$ cat config.mk
export PLATFORM = sky130hd
export DESIGN_NAME = instruction_fetch
export DESIGN_NICKNAME = d
export VERILOG_FILES = /design/src/rtl/harvard_pkg.sv /design/src/rtl/fetch_hold_buffer.sv /design/src/rtl/instruction_fetch.sv
export SDC_FILE = /design/constraint.sdc
export NUM_CORES = 1
export LEC_CHECK = 0
export ABC_CLOCK_PERIOD_IN_PS = 5700
export CAP_MARGIN = 30
export CORE_ASPECT_RATIO = 0.6
export CORE_UTILIZATION = 30
export CTS_CLUSTER_DIAMETER = 150
export DETAILED_ROUTE_END_ITERATION = 7
export DONT_BUFFER_PORTS = 1
export GPL_ROUTABILITY_DRIVEN = 0
export PLACE_DENSITY = 0.55
export REMOVE_ABC_BUFFERS = 1
export SYNTH_ARGS = -nofsm -noshare
export SYNTH_HDL_FRONTEND = slang
export SYNTH_HIERARCHICAL = 1
export SYNTH_SLANG_ARGS = --single-unit
$ cat constraint.sdc
create_clock -name ClockInput -period 5.7 [get_ports ClockInput]
set_clock_uncertainty 0.2 [all_clocks]
set_input_delay 0.57 -clock ClockInput [delete_from_list [all_inputs] [get_ports ClockInput]]
set_output_delay 0.57 -clock ClockInput [all_outputs]
set_load 0.01 [all_outputs]
$ cat src/rtl/harvard_pkg.sv
// harvard_pkg: shared widths, instruction field slices, HALT opcode and fetch state encoding
package harvard_pkg;
  localparam int OPCODE_W  = 5;
  localparam int OPERAND_W = 16;
  localparam int INSTR_W   = 22;
  localparam int OPC_MSB   = 21;
  localparam int OPC_LSB   = 17;
  localparam int AM_BIT    = 16;
  localparam int OPR_MSB   = 15;
  localparam int OPR_LSB   = 0;
  localparam logic [OPCODE_W-1:0] HALT_OPCODE = 5'b11111;
  typedef enum logic [2:0] {IDLE, REQ, WAIT, HOLD, DRAIN, HALTED} fetch_state_t;
endpackage

$ cat src/rtl/fetch_hold_buffer.sv
// fetch_hold_buffer: one-entry word+pc buffer; ports clk/rst_n, load/unload/clear, data_in/pc_in -> full/data_out/pc_out
module fetch_hold_buffer
  import harvard_pkg::*;
#(
  parameter int PC_WIDTH = 8
) (
  input  logic                clk,
  input  logic                rst_n,
  input  logic                load,
  input  logic                unload,
  input  logic                clear,
  input  logic [INSTR_W-1:0]  data_in,
  input  logic [PC_WIDTH-1:0] pc_in,
  output logic                full,
  output logic [INSTR_W-1:0]  data_out,
  output logic [PC_WIDTH-1:0] pc_out
);
  logic full_q, full_d;
  logic [INSTR_W-1:0] data_q, data_d;
  logic [PC_WIDTH-1:0] pc_q, pc_d;
  always_comb begin
    full_d = clear ? 1'b0 : load ? 1'b1 : unload ? 1'b0 : full_q;
    data_d = load ? data_in : data_q;
    pc_d   = load ? pc_in : pc_q;
  end
  always_ff @(posedge clk) begin
    if (!rst_n) begin
      full_q <= 1'b0;
      data_q <= '0;
      pc_q   <= '0;
    end else begin
      full_q <= full_d;
      data_q <= data_d;
      pc_q   <= pc_d;
    end
  end
  assign full     = full_q;
  assign data_out = data_q;
  assign pc_out   = pc_q;
endmodule

$ cat src/rtl/instruction_fetch.sv
// instruction_fetch: PC + imem req/valid fetch FSM feeding the decoder, with stall, branch redirect and HALT
// Ports: ClockInput/ResetInput (sync, active-low); Imem{Req,Addr}Output, Imem{Data,Valid}Input;
// StallInput, BranchTakenInput/BranchTargetInput; decoder fields, FetchValidOutput, PcOutput, HaltedOutput.
module instruction_fetch #(
  parameter int                             PC_WIDTH    = 8,
  parameter logic [PC_WIDTH-1:0]            RESET_PC    = '0,
  parameter logic [harvard_pkg::OPCODE_W-1:0] HALT_OPCODE = harvard_pkg::HALT_OPCODE
) (
  input  logic                              ClockInput,
  input  logic                              ResetInput,
  output logic                              ImemReqOutput,
  output logic [PC_WIDTH-1:0]               ImemAddrOutput,
  input  logic [harvard_pkg::INSTR_W-1:0]   ImemDataInput,
  input  logic                              ImemValidInput,
  input  logic                              StallInput,
  input  logic                              BranchTakenInput,
  input  logic [PC_WIDTH-1:0]               BranchTargetInput,
  output logic [harvard_pkg::OPCODE_W-1:0]  OpecodeOutput,
  output logic                              AddressingModeOutput,
  output logic [harvard_pkg::OPERAND_W-1:0] OperandOutput,
  output logic                              FetchValidOutput,
  output logic [PC_WIDTH-1:0]               PcOutput,
  output logic                              HaltedOutput
);
  import harvard_pkg::*;
  fetch_state_t state_q, state_d;
  logic [PC_WIDTH-1:0] pc_q, pc_d, out_pc_q, out_pc_d, word_pc, buf_pc;
  logic [OPCODE_W-1:0] opc_q, opc_d;
  logic [OPERAND_W-1:0] opr_q, opr_d;
  logic [INSTR_W-1:0] word, buf_data;
  logic am_q, am_d, fv_q, fv_d;
  logic consumed, slot_free, branch, load_out, buf_load, buf_unload, buf_clear, buf_full;
  assign consumed  = fv_q & ~StallInput;
  assign slot_free = ~fv_q | consumed;
  assign branch    = BranchTakenInput & (state_q != IDLE);
  always_comb begin
    state_d    = state_q;
    pc_d       = pc_q;
    fv_d       = consumed ? 1'b0 : fv_q;
    load_out   = 1'b0;
    buf_load   = 1'b0;
    buf_unload = 1'b0;
    buf_clear  = 1'b0;
    word       = ImemDataInput;
    word_pc    = pc_q;
    if (branch) begin
      pc_d      = BranchTargetInput;
      fv_d      = 1'b0;
      buf_clear = 1'b1;
      // a read still in flight must be drained before the next request
      state_d   = ((state_q == WAIT || state_q == DRAIN) && !ImemValidInput) ? DRAIN : REQ;
    end else begin
      case (state_q)
        IDLE:  state_d = REQ;
        REQ:   state_d = WAIT;
        WAIT:  if (ImemValidInput) begin
                 load_out = slot_free;
                 buf_load = ~slot_free;
                 state_d  = slot_free ? state_q : HOLD;
               end
        HOLD:  if (buf_full && slot_free) begin
                 load_out   = 1'b1;
                 buf_unload = 1'b1;
                 word       = buf_data;
                 word_pc    = buf_pc;
               end
        DRAIN: state_d = ImemValidInput ? REQ : DRAIN;
        default: state_d = state_q;
      endcase
      if (load_out) begin
        fv_d    = 1'b1;
        pc_d    = pc_q + 1'b1;
        state_d = (word[OPC_MSB:OPC_LSB] == HALT_OPCODE) ? HALTED : REQ;
      end
    end
    opc_d    = load_out ? word[OPC_MSB:OPC_LSB] : opc_q;
    am_d     = load_out ? word[AM_BIT] : am_q;
    opr_d    = load_out ? word[OPR_MSB:OPR_LSB] : opr_q;
    out_pc_d = load_out ? word_pc : out_pc_q;
  end
  always_ff @(posedge ClockInput) begin
    if (!ResetInput) begin
      state_q  <= IDLE;
      pc_q     <= RESET_PC;
      fv_q     <= 1'b0;
      opc_q    <= '0;
      am_q     <= 1'b0;
      opr_q    <= '0;
      out_pc_q <= '0;
    end else begin
      state_q  <= state_d;
      pc_q     <= pc_d;
      fv_q     <= fv_d;
      opc_q    <= opc_d;
      am_q     <= am_d;
      opr_q    <= opr_d;
      out_pc_q <= out_pc_d;
    end
  end
  fetch_hold_buffer #(.PC_WIDTH(PC_WIDTH)) u_buf (
    .clk(ClockInput),
    .rst_n(ResetInput),
    .load(buf_load),
    .unload(buf_unload),
    .clear(buf_clear),
    .data_in(ImemDataInput),
    .pc_in(pc_q),
    .full(buf_full),
    .data_out(buf_data),
    .pc_out(buf_pc)
  );
  assign ImemReqOutput        = state_q == REQ;
  assign ImemAddrOutput       = ImemReqOutput ? pc_q : '0;
  assign HaltedOutput         = state_q == HALTED;
  assign OpecodeOutput        = opc_q;
  assign AddressingModeOutput = am_q;
  assign OperandOutput        = opr_q;
  assign FetchValidOutput     = fv_q;
  assign PcOutput             = out_pc_q;
endmodule

# Yosys cells after proc, flatten, opt, wreduce, memory -nomap -nowiden
# Cells that the tools add are included.
[classes]
reduce_logical = 13
addsub = 1
bitwise_logic = 7
n_eq_ne = 8
muxes = 33
[ops]
columns = ["op", "n"]
rows = [
  ["$mux W22", 4],
  ["$mux W8", 6],
  ["$mux W3", 7],
  ["$mux W1", 14],
  ["$pmux W3 S4", 1],
  ["$add A8 B1 Y8 const B", 1],
  ["$ne A4 B3 Y1 const B", 2],
  ["$eq A3 B2 Y1 const B", 2],
  ["$eq A3 B3 Y1 const B", 2],
  ["$reduce_bool A2 Y1", 3],
  ["$reduce_bool A6 Y1", 1],
  ["$eq A5 B5 Y1 const B", 1],
  ["$not A1 Y1", 4],
  ["$reduce_or A2 Y1", 2],
  ["$eq A3 B1 Y1 const B", 1],
  ["$logic_not A3 Y1", 1],
  ["$reduce_and A3 Y1", 1],
  ["$reduce_bool A3 Y1", 1],
  ["$and A1 B1 Y1", 2],
  ["$logic_and A1 B1 Y1", 2],
  ["$pmux W1 S2", 1],
  ["$logic_not A1 Y1", 1],
  ["$logic_or A1 B1 Y1", 1],
  ["$or A1 B1 Y1", 1],
]
[totals]
wordCells = 72
inputBits = 35
out_inout_bits = 41
regBits = 73

# Logic depth before layout (Yosys ltp)
# Gate-level depths: netlist of run 1.
[logic_depth]
word_depth = 11
ltp_mapped = 8
mapped_depth_nobuf = 5

# By module
# The synthesis of run 1 kept the hierarchy.
[modules_own_cells]
columns = ["mod", "area_each_um2", "instances", "seq_area_each_um2", "cells_per_inst"]
rows = [
  ["instruction_fetch", 2363.5, 1, 840.8, 242],
  ["fetch_hold_buffer", 1211.2, 1, 620.6, 101],
]

# Worst setup path before layout of run 1
# Ideal clock, no wire load.
[synth_timing]
path_type = "input port to flip-flop"
startpoint = "input port StallInput"
endpoint = "register u_buf.full_q, in the netlist u_buf/full"
setup_time_ns = 0.116
setup_slack_ns = 3.739
t_arrival_ns = 1.645
path_stages = 7
required_time_ns = 5.384
path_buffers = 2
cell_sequence = "nand2_1 -> or3b_1 -> buf_6 -> nor2_8 -> buf_12 -> nor2b_1 -> o211a_1"
[synth_between]
elab_chain_cells = 8
elab_cells_between_ends = 13
cone_classes = "mux: 7; bitwise: 4; reduce/logical: 2"
[synth_rtl]
columns = ["item", "line_no", "rtl"]
rows = [
  ["start, declared", "instruction_fetch.sv:15", "input logic StallInput,"],
  ["$not A1 Y1", "instruction_fetch.sv:33", "assign consumed = fv_q & ~StallInput;"],
  ["$and A1 B1 Y1", "instruction_fetch.sv:33", ""],
  ["$or A1 B1 Y1", "instruction_fetch.sv:34", "assign slot_free = ~fv_q | consumed;"],
  ["$logic_and A1 B1 Y1", "instruction_fetch.sv:61", "HOLD: if (buf_full && slot_free) begin"],
  ["$mux W1", "instruction_fetch.sv:61", ""],
  ["$mux W1", "instruction_fetch.sv:53", "case (state_q)"],
  ["$mux W1", "instruction_fetch.sv:46", "if (branch) begin"],
  ["net buf_unload", "instruction_fetch.sv:32", "logic consumed, slot_free, branch, load_out, buf_load, buf_unload, buf_clear, buf_full;"],
  ["$reduce_bool A2 Y1 (no line)", "--", ""],
  ["end signal, assigned", "fetch_hold_buffer.sv:32", "full_q <= full_d;"],
  ["end, declared", "fetch_hold_buffer.sv:18", "logic full_q, full_d;"],
]
# The timed path passes the listed nets, and every way through them passes these cells.
# A chain may end at the register's enable or synchronous reset.

# Worst setup path after layout of run 1
[layout_timing]
startpoint = "register state_q[0]"
endpoint = "register state_q[2]"
[layout_between]
elab_chain_cells = 7
elab_cells_between_ends = 23
cone_classes = "eq/ne: 7; mux: 9; bitwise: 1; reduce/logical: 6"
[layout_rtl]
columns = ["item", "line_no", "rtl"]
rows = [
  ["start, declared", "instruction_fetch.sv:26", "fetch_state_t state_q, state_d;"],
  ["start signal, assigned", "instruction_fetch.sv:91", "state_q <= state_d;"],
  ["$eq A3 B2 Y1", "instruction_fetch.sv:53", ""],
  ["$mux W22", "instruction_fetch.sv:53", ""],
  ["$mux W22", "instruction_fetch.sv:46", ""],
  ["$eq A5 B5 Y1", "instruction_fetch.sv:73", "state_d = (word[OPC_MSB:OPC_LSB] == HALT_OPCODE) ? HALTED : REQ;"],
  ["$mux W3", "instruction_fetch.sv:73", ""],
  ["$mux W3", "instruction_fetch.sv:70", "if (load_out) begin"],
  ["$mux W3", "instruction_fetch.sv:46", ""],
]
# Several ways; a longest one is shown, not always the timed one. The select of a mux whose other input is x is not followed.

==> results of run 1 <==
-- final timing paths --
check | startpoint | to | slack [ns] | cells past startpoint
min reg2reg | OperandOutput[2] | OperandOutput[2] | 0.30 | 2
max | state_q[0] | state_q[2] | 2.52 | 5
min | ResetInput | OpecodeOutput[2] | 0.16 | 1
max reg2reg | state_q[0] | state_q[2] | 2.52 | 5
-- kinds of logic after synthesis --
kind of cell,after synthesis,synth area share
buffers and inverters,35,0.0739
DFF,73,0.409
AOI/OAI and AO/OA,81,0.224
xor gates and xnor gates,7,0.0172
and+or+nand+nor,109,0.169
muxes,37,0.104
adders and majority gates,1,0.00350
-- through the flow --
step                cell area, um^2  worst slack, ns
floorplan                      3330             1.30
global placement               3550             2.58
detailed placement             3590             2.51
CTS                            3880             2.50
global route                   3880             2.22
finish                         3880             2.52
-- power breakdown --
group	switching, mW	internal [mW]
sequential	0.0303	0.527
clock	0.225	0.340
combinational	0.0432	0.0396
total	0.299	0.906
-- cells in the final DEF, fill, tap and decap left out, types with 2 or more instances in the layout --
master / n
o211a_1: 8
a21boi_0: 6
dfxtp_1: 73
nor2_1: 4
o221ai_1: 6
buf_4: 3
nand2_1: 40
nor3_1: 3
a31oi_1: 2
inv_1: 4
o221ai_2: 19
clkbuf_16: 9
nand4_1: 5
nor2b_1: 33
a21oi_1: 9
clkinvlp_4: 4
and3_1: 11
mux2i_1: 37
o21ai_0: 10
xor2_1: 6
a21boi_2: 19
-- registers in the layout, indices dropped and copies added, names as in the netlist --
| signal | flops |
|---|---|
| OperandOutput | 16 |
| u_buf/pc_out | 8 |
| state_q | 3 |
| FetchValidOutput | 1 |
| PcOutput | 8 |
| u_buf/full | 1 |
| u_buf/data_out | 22 |
| pc_q | 8 |
| AddressingModeOutput | 1 |
| OpecodeOutput | 5 |
-- worst register-to-register path, cell delays in order, from the launching register on --
cell	delay (ns)
dfxtp_1	0.65
mux2i_1	0.19
nor3b_2	0.66
and2_2	0.92
o21ai_0	0.28
a31oi_1	0.22
-- cell type report --
cell class                      instances  area [um^2]
Fill cell                            1169         7560
Sequential cell                        73         1460
Tap cell                              160          200
Multi-Input combinational cell        235         1860
Timing Repair Buffer                    4         50.0
Clock buffer                           10          229
Inverter                                4         15.0
Clock inverter                          6         68.8
-- routing by layer --
metal	vias up	wire length, um
met1	1153	3920
met4	0	61
li1	1197	-
met3	6	747
met5	-	0
met2	60	3630
==> impl_results.md, run 1 <==
- Hpwl dp: 5.35 mm
- Ant. Diodes: 0
- Worst skew pair latency: 0.34 ns
- Largest net degree at the start of global routing: 73
- Ports: 76
- Synth area leader: dfxtp_1
- Worst-path cell chain: mux2i_1 > nor3b_2 > and2_2 > o21ai_0 > a31oi_1
- Drt total wl: 8.36 mm
- PD cells: 310 nW/um^2
- Power, Total: 1.20 mW
- Netlist Area Pre-Place: 3570 um^2
- Worst EP required: 5.76 ns
- Max cap viols: 0
- Top-count cell post-synth: dfxtp_1
- Syn-to-layout area delta: 8.68%
- Post-synth top area share: 0.409
- GRT Util Overall: 0.143
- Post-CTS Setup Repair Bufs: 0
- Met3 usage: 0.0685
- Slew HR: 0.363
- Synth Warn #: 6
- Synth cell count leaders: dfxtp_1, nand2_1, mux2i_1
- Layout Cells excl Fill: 492
- Slew Limit Fails: 0
- Clock net sink count: 73
- DRC viols: 0
- Fin Setup TNS: 0 ns
- # nets final: 363
- Post-cts hold buffer count: 0
- Fraction of layout cells with a size suffix above 1: 0.193
- Crit-path leading delay family: simple AND/OR/NAND/NOR gates
- Initial antenna violation count: 0
- Crit path max fanout: 36
- Vias: 2,416
- Cts bufs inserted: 9
- Die H: 86.6 um
- Type of the tightest min-delay check: in -> reg
- Max VDD drop: 0.000143 V
- Root Driver: clkbuf_16
- Vias in the first global route: 2,374
- RSZ-0062 raised after global routing: false
- Synthesized flop and latch total: 73
- Fmax achieved: 314 MHz
- Static leakage: 1.29 nW
- Hold Fails Final Rpt: 0
- CTS tree: done
- Number of synthesized flops with an enable pin: 0
- Dominant cells by area after synthesis: dfxtp_1, mux2i_1, o221ai_2
- Post-synthesis sequential area ratio: 0.409
- ANT nets after route: 0
- Max clock buf depth: 2
- Crit Path Class: reg -> reg
- Setup crit start kind: flip-flop
- IO buf count: 0
- Hold_ws: 0.163 ns
- Wire per inst: 17.0 um
- # resized after CTS: 0
- Mean Syn Cell Area: 10.4 um^2
- Slowest cell on crit path: and2_2
- Met2 GRT Util: 0.208
- Crit-path max cell delay: 0.91 ns
- Horiz. Die Dim: 143 um
- Final core occ: 0.339
- Worst-Margin Slew: 0.956 ns
- Tmin final: 3.18 ns
- Inst Count DP: 476
- DRT iter0 DRCs: 126
- Synth async-reset ratio: 0
- Cells after synthesis: 343
- First-pass GRT wire length: 13.2 mm
- Outcome: complete, no violations
- Avg Vias per Cell: 4.91
- DRT Pass-1 Iters: 4
- Total grt overflow: 0
- CTS H-tree lvls: 3
- Crit share post-route: 0.558
- Starting Density: 0.312
- Crit path DAT: 3.24 ns
- Main synth FF type: dfxtp_1
- Core area: 11,400 um^2
- Final setup fails: 0
- Worst Setup End Kind: flip-flop
- Die area: 12,400 um^2
- Netlist cell types: 39
- Buf/Inv on CP: 0
- GR peak layer: met2
- Num rows: 30
- Routing usage on met1: 0.185
- Clock slew at reported path FFs: 0.06 ns
(Power assumes the default switching activity.)
==> inputs of run 2 (changes only) <==
--- a/config.mk
+++ b/config.mk
@@ -5,7 +5,7 @@
 export SDC_FILE = /design/constraint.sdc
 export NUM_CORES = 1
 export LEC_CHECK = 0
-export ABC_CLOCK_PERIOD_IN_PS = 5700
+export ABC_CLOCK_PERIOD_IN_PS = 2800
 export CAP_MARGIN = 30
 export CORE_ASPECT_RATIO = 0.6
 export CORE_UTILIZATION = 30
@@ -13,7 +13,7 @@
 export DETAILED_ROUTE_END_ITERATION = 7
 export DONT_BUFFER_PORTS = 1
 export GPL_ROUTABILITY_DRIVEN = 0
-export PLACE_DENSITY = 0.55
+export PLACE_DENSITY = 0.56
 export REMOVE_ABC_BUFFERS = 1
 export SYNTH_ARGS = -nofsm -noshare
 export SYNTH_HDL_FRONTEND = slang
==> constraint.sdc (replaced) <==
create_clock -name ClockInput -period 2.8 [get_ports ClockInput]
set_clock_uncertainty 0.2 [all_clocks]
set_input_delay 0.28 -clock ClockInput [delete_from_list [all_inputs] [get_ports ClockInput]]
set_output_delay 0.28 -clock ClockInput [all_outputs]
set_load 0.01 [all_outputs]
==> run 2 against run 1 <==
Via count up 7.8%. Clock power rose by 89%. Final area rose by 9.4%. Fmax increased by 36%. Hold slack got worse by 0.14 ns. Sequential power grew 100%. Highest routed layer unchanged. Register-to-register slack got worse by 2.1 ns.
==> impl_results.md, run 2 (same netlist as run 1, synthesis figures left out) <==
- Wire per inst: 16.7 um
- Crit Path Class: reg -> reg
- Fin Setup TNS: 0 ns
- Drt total wl: 8.89 mm
- Starting Density: 0.312
- Ant. Diodes: 0
- Placed cell areas: 3630 um^2
- Outcome: complete, no violations
- Ports: 76
- Buf/Inv on CP: 1
- Final core occ: 0.371
- Cts bufs inserted: 9
- Num rows: 30
- Worst-path cell chain: nand2b_4 > or3b_2 > nor2_8 > buf_4 > o221ai_2 > a21boi_2
- Worst Setup End Kind: flip-flop
- Horiz. Die Dim: 143 um
- Tmin final: 2.34 ns
- Crit path DAT: 2.41 ns
- # resized after CTS: 0
- PD cells: 575 nW/um^2
- Slew HR: 0.595
- Max VDD drop: 0.000285 V
- Slowest cell on crit path: dfxtp_1
- First-pass GRT wire length: 14.3 mm
- Clock slew at reported path FFs: 0.06 ns
- Post-CTS Setup Repair Bufs: 0
- Hpwl dp: 5.71 mm
- Vias in the first global route: 2,715
- Max reg flops: 22
- Crit-path max cell delay: 0.58 ns
- IO buf count: 0
- Die area: 12,400 um^2
- CTS H-tree lvls: 3
- Max clock buf depth: 2
- ANT nets after route: 0
- GRT Util Overall: 0.154
- Post-cts hold buffer count: 33
- Type of the tightest min-delay check: in -> reg
- Worst EP required: 2.87 ns
- Worst skew pair latency: 0.33 ns
- Crit path max fanout: 15
- Final WS setup: 0.461 ns
- Crit-path leading delay family: simple AND/OR/NAND/NOR gates
- # nets final: 404
- DRT Pass-1 Iters: 4
- Worst-Margin Slew: 0.605 ns
- Avg Vias per Cell: 4.89
- Power, Total: 2.45 mW
- Setup crit start kind: flip-flop
- Reg-to-Reg Start: state_q[1]
- Vias: 2,604
- RSZ-0062 raised after global routing: false
- Crit share post-route: 0.835
- Critical path origin: state_q[1]
- Design Area, Final: 4250 um^2
- Fmax achieved: 428 MHz
- Fraction of layout cells with a size suffix above 1: 0.193
- Root Driver: clkbuf_16
- Initial antenna violation count: 0
- DRT iter0 DRCs: 94
- DRC viols: 0
- Leading cell types in the layout, fill and taps excluded: dfxtp_1, nand2_1, mux2i_1
- Final setup fails: 0
- Pre-CTS setup slack: 0.483 ns
- Commonest non-fill, non-tap cell in the layout: dfxtp_1
- Slew Limit Fails: 0
- Hold Fails Final Rpt: 0
- Clock net sink count: 73
- Hold Startpoint: ImemDataInput[17]
- Die H: 86.6 um
- Core area: 11,400 um^2
- CTS tree: done
- Total grt overflow: 0
- Max cap viols: 0
- Syn-to-layout area delta: 18.9%
- Static leakage: 1.47 nW
- Largest net degree at the start of global routing: 73
==> run 2: cell types whose count changed in the layout (fill, tap and decap cells not counted), sizes merged <==
cell	previous run	this run
clkinvlp	4	0
dlygate4sd3	0	32
clkbuf	10	13
buf	4	13
clkinv	1	3
bufinv	1	0
==> run 2: layer usage <==
layer / wire [um] / vias up / track usage
li1: - / 1284 / -
met2: 3620 / 75 / 0.231
met3: 784 / 7 / 0.0718
met5: 0 / - / 0
met4: 76 / 0 / 0.0450
met1: 4400 / 1238 / 0.196
==> run 2: final timing paths <==
check	to	slack (ns)	depth (start not counted)
worst max-delay path	OperandOutput[8]	0.46	6
worst min-delay path	OpecodeOutput[0]	0.02	3
worst max register to register	OperandOutput[8]	0.46	6
worst min register to register	OperandOutput[12]	0.30	2
==> run 2: final cells by class <==
type / instances / area [um^2]
tap: 160 / 200
timing repair buffer: 45 / 438
multi-input combinational: 235 / 1860
clock inverter: 3 / 15.0
clock buffer: 13 / 260
sequential: 73 / 1460
inverter: 4 / 15.0
fill: 1125 / 7200
==> run 2: worst min-delay path, stage by stage <==
cell and delay (ns):
mux2i_1 0.05, nand2_1 0.06, o211a_1 0.13
==> run 2: where the power goes <==
| part | internal (mW) | leakage [nW] | total, mW | switching, mW |
|---|---|---|---|---|
| Clock | 0.644 | 0.139 | 1.07 | 0.428 |
| Sequential | 1.07 | 0.591 | 1.13 | 0.0580 |
| Combinational | 0.117 | 0.745 | 0.242 | 0.124 |
| Total | 1.83 | 1.47 | 2.45 | 0.611 |
==> run 2: metrics by stage <==
step | std cells | hold WS (ns)
2_1_floorplan | 312 | 0.208
3_3_place_gp | 484 | 0.218
3_5_place_dp | 484 | 0.222
4_1_cts | 533 | 0.00697
5_1_grt | 533 | 0.0260
6_report | 533 | 0.0189
==> inputs of run 3 (changes only) <==
--- a/config.mk
+++ b/config.mk
@@ -5,7 +5,7 @@
 export SDC_FILE = /design/constraint.sdc
 export NUM_CORES = 1
 export LEC_CHECK = 0
-export ABC_CLOCK_PERIOD_IN_PS = 2800
+export ABC_CLOCK_PERIOD_IN_PS = 2000
 export CAP_MARGIN = 30
 export CORE_ASPECT_RATIO = 0.6
 export CORE_UTILIZATION = 30
==> constraint.sdc (replaced) <==
create_clock -name ClockInput -period 2 [get_ports ClockInput]
set_clock_uncertainty 0.2 [all_clocks]
set_input_delay 0.2 -clock ClockInput [delete_from_list [all_inputs] [get_ports ClockInput]]
set_output_delay 0.2 -clock ClockInput [all_outputs]
set_load 0.01 [all_outputs]
==> run 3 against run 2 <==
Final area up 6.4%. Sequential cell count unchanged. Sequential power up 38%. Register-to-register slack got worse by 0.31 ns. Largest cell class unchanged.
==> impl_results.md, run 3 (same netlist as run 1, synthesis figures left out) <==
- Hold Fails Final Rpt: 0
- Slew HR: 0.765
- # nets final: 417
- Worst Hold Depth: 3
- First-pass GRT wire length: 13.9 mm
- Vias in the first global route: 2,693
- Max reg flops: 22
- Worst EP required: 2.01 ns
- Reg2reg path depth: 5
- Fmax achieved: 539 MHz
- Initial antenna violation count: 0
- Power, Total: 4.03 mW
- Total grt overflow: 0
- Type of the tightest min-delay check: in -> reg
- Design Area, Final: 4520 um^2
- Crit share post-route: 0.927
- Vias: 2,624
- Avg Vias per Cell: 4.81
- Largest net degree at the start of global routing: 73
- FF-to-FF setup slack: 0.15 ns
- Syn-to-layout area delta: 26.6%
- Max clock buf depth: 2
- Setup crit start kind: flip-flop
- DRC viols: 0
- Ports: 76
- CTS tree: done
- Num rows: 30
- Core area: 11,400 um^2
- Max VDD drop: 0.000375 V
- Hpwl dp: 5.72 mm
- Clock slew at reported path FFs: 0.06 ns
- DRT iter0 DRCs: 112
- Commonest non-fill, non-tap cell in the layout: dfxtp_1
- Pre-CTS setup slack: 0.00564 ns
- Starting Density: 0.312
- Hold Path End: state_q[0]
- Die H: 86.6 um
- Layout Cells excl Fill: 545
- Root Driver: clkbuf_16
- Final WS setup: 0.146 ns
- Inst Count DP: 495
- ANT nets after route: 0
- Fraction of layout cells with a size suffix above 1: 0.226
- Die area: 12,400 um^2
- CTS H-tree lvls: 3
- Cts bufs inserted: 9
- Hold Startpoint: ImemValidInput
- Wire per inst: 15.8 um
- Crit Path Class: reg -> reg
- Horiz. Die Dim: 143 um
- Max cap viols: 0
- GRT Util Overall: 0.148
- Crit path max fanout: 4
- Slew Limit Fails: 0
- Static leakage: 1.60 nW
- Tmin final: 1.85 ns
- Ant. Diodes: 0
- Worst Setup End Kind: flip-flop
- Final setup fails: 0
- Crit path DAT: 1.86 ns
- Drt total wl: 8.60 mm
- Worst skew pair latency: 0.32 ns
- PD cells: 890 nW/um^2
- IO buf count: 0
- Placed cell areas: 3760 um^2
- Worst R2R End: state_q[2]
- DRT Pass-1 Iters: 4
- Worst-Margin Slew: 0.349 ns
- Leading cell types in the layout, fill and taps excluded: dfxtp_1, nand2_1, mux2i_1
- Clock net sink count: 73
- Reg-to-Reg Start: state_q[0]
- Outcome: complete, no violations
- RSZ-0062 raised after global routing: false
## run 3: cell types whose count changed in the layout (fill, tap and decap cells not counted), sizes merged
| cell | delta |
|---|---|
| buf | +12 |
| bufinv | +5 |
| clkbuf | -4 |
| clkinv | -2 |
| dlygate4sd3 | +1 |
## run 3: cell type report
cell class	instances	area, um^2
clock buffer	9	225
clock inverter	6	155
fill	1115	6920
inverter	4	15.0
multi-input combinational	235	1870
sequential	73	1460
tap	160	200
timing repair buffer	58	592
## run 3: worst max path at each step
stage | from | endpoint | slack, ns | cells after the start
2_1_floorplan | state_q[0] | u_buf/data_out[0] | -2.35 | 4
3_3_place_gp | state_q[2] | OperandOutput[5] | 0.04 | 8
3_5_place_dp | state_q[0] | state_q[2] | 0.006 | 6
4_1_cts | state_q[2] | OperandOutput[1] | 0.01 | 8
5_1_grt | state_q[0] | state_q[2] | 0.01 | 5
6_report | state_q[0] | state_q[2] | 0.15 | 5
## run 3: power breakdown
| group | switching [mW] | internal [mW] | total [mW] |
|---|---|---|---|
| sequential | 0.0573 | 1.50 | 1.56 |
| clock | 0.597 | 1.46 | 2.06 |
| combinational | 0.207 | 0.200 | 0.407 |
| total | 0.862 | 3.16 | 4.03 |
## run 3: metal layers
layer / up-vias / track usage / wire length (um)
met3: 8 / 0.0575 / 771
li1: 1303 / - / -
met5: - / 0 / 0
met1: 1230 / 0.194 / 4150
met2: 83 / 0.226 / 3610
met4: 0 / 0.0411 / 73
## run 3: repair_timing
action / in CTS / in global routing
pin swaps: 0 / 1
endpoints found under the setup margin: 1 / 24
setup buffers: 0 / 1
hold buffers: 34 / 0
gates resized for setup: 1 / 6
hold endpoints to repair: 73 / 0
## run 3: metrics by stage
| stage | TNS (ns) | hold slack [ns] | util |
|---|---|---|---|
| 6_report | 0 | 0.0186 | 0.395 |
| 5_1_grt | 0 | 0.0296 | 0.395 |
| 4_1_cts | 0 | 0.00332 | 0.393 |
| 3_5_place_dp | 0 | 0.141 | 0.328 |
| 3_3_place_gp | 0 | 0.139 | 0.328 |
| 2_1_floorplan | -111.13 | 0.128 | - |
## run 3: critical path, cell delays in order (launching register included)
cell and delay [ns]:
dfxtp_2 0.36, mux2i_2 0.28, nor3b_4 0.09, or4_1 0.58, o21ai_0 0.18, a31oi_1 0.05
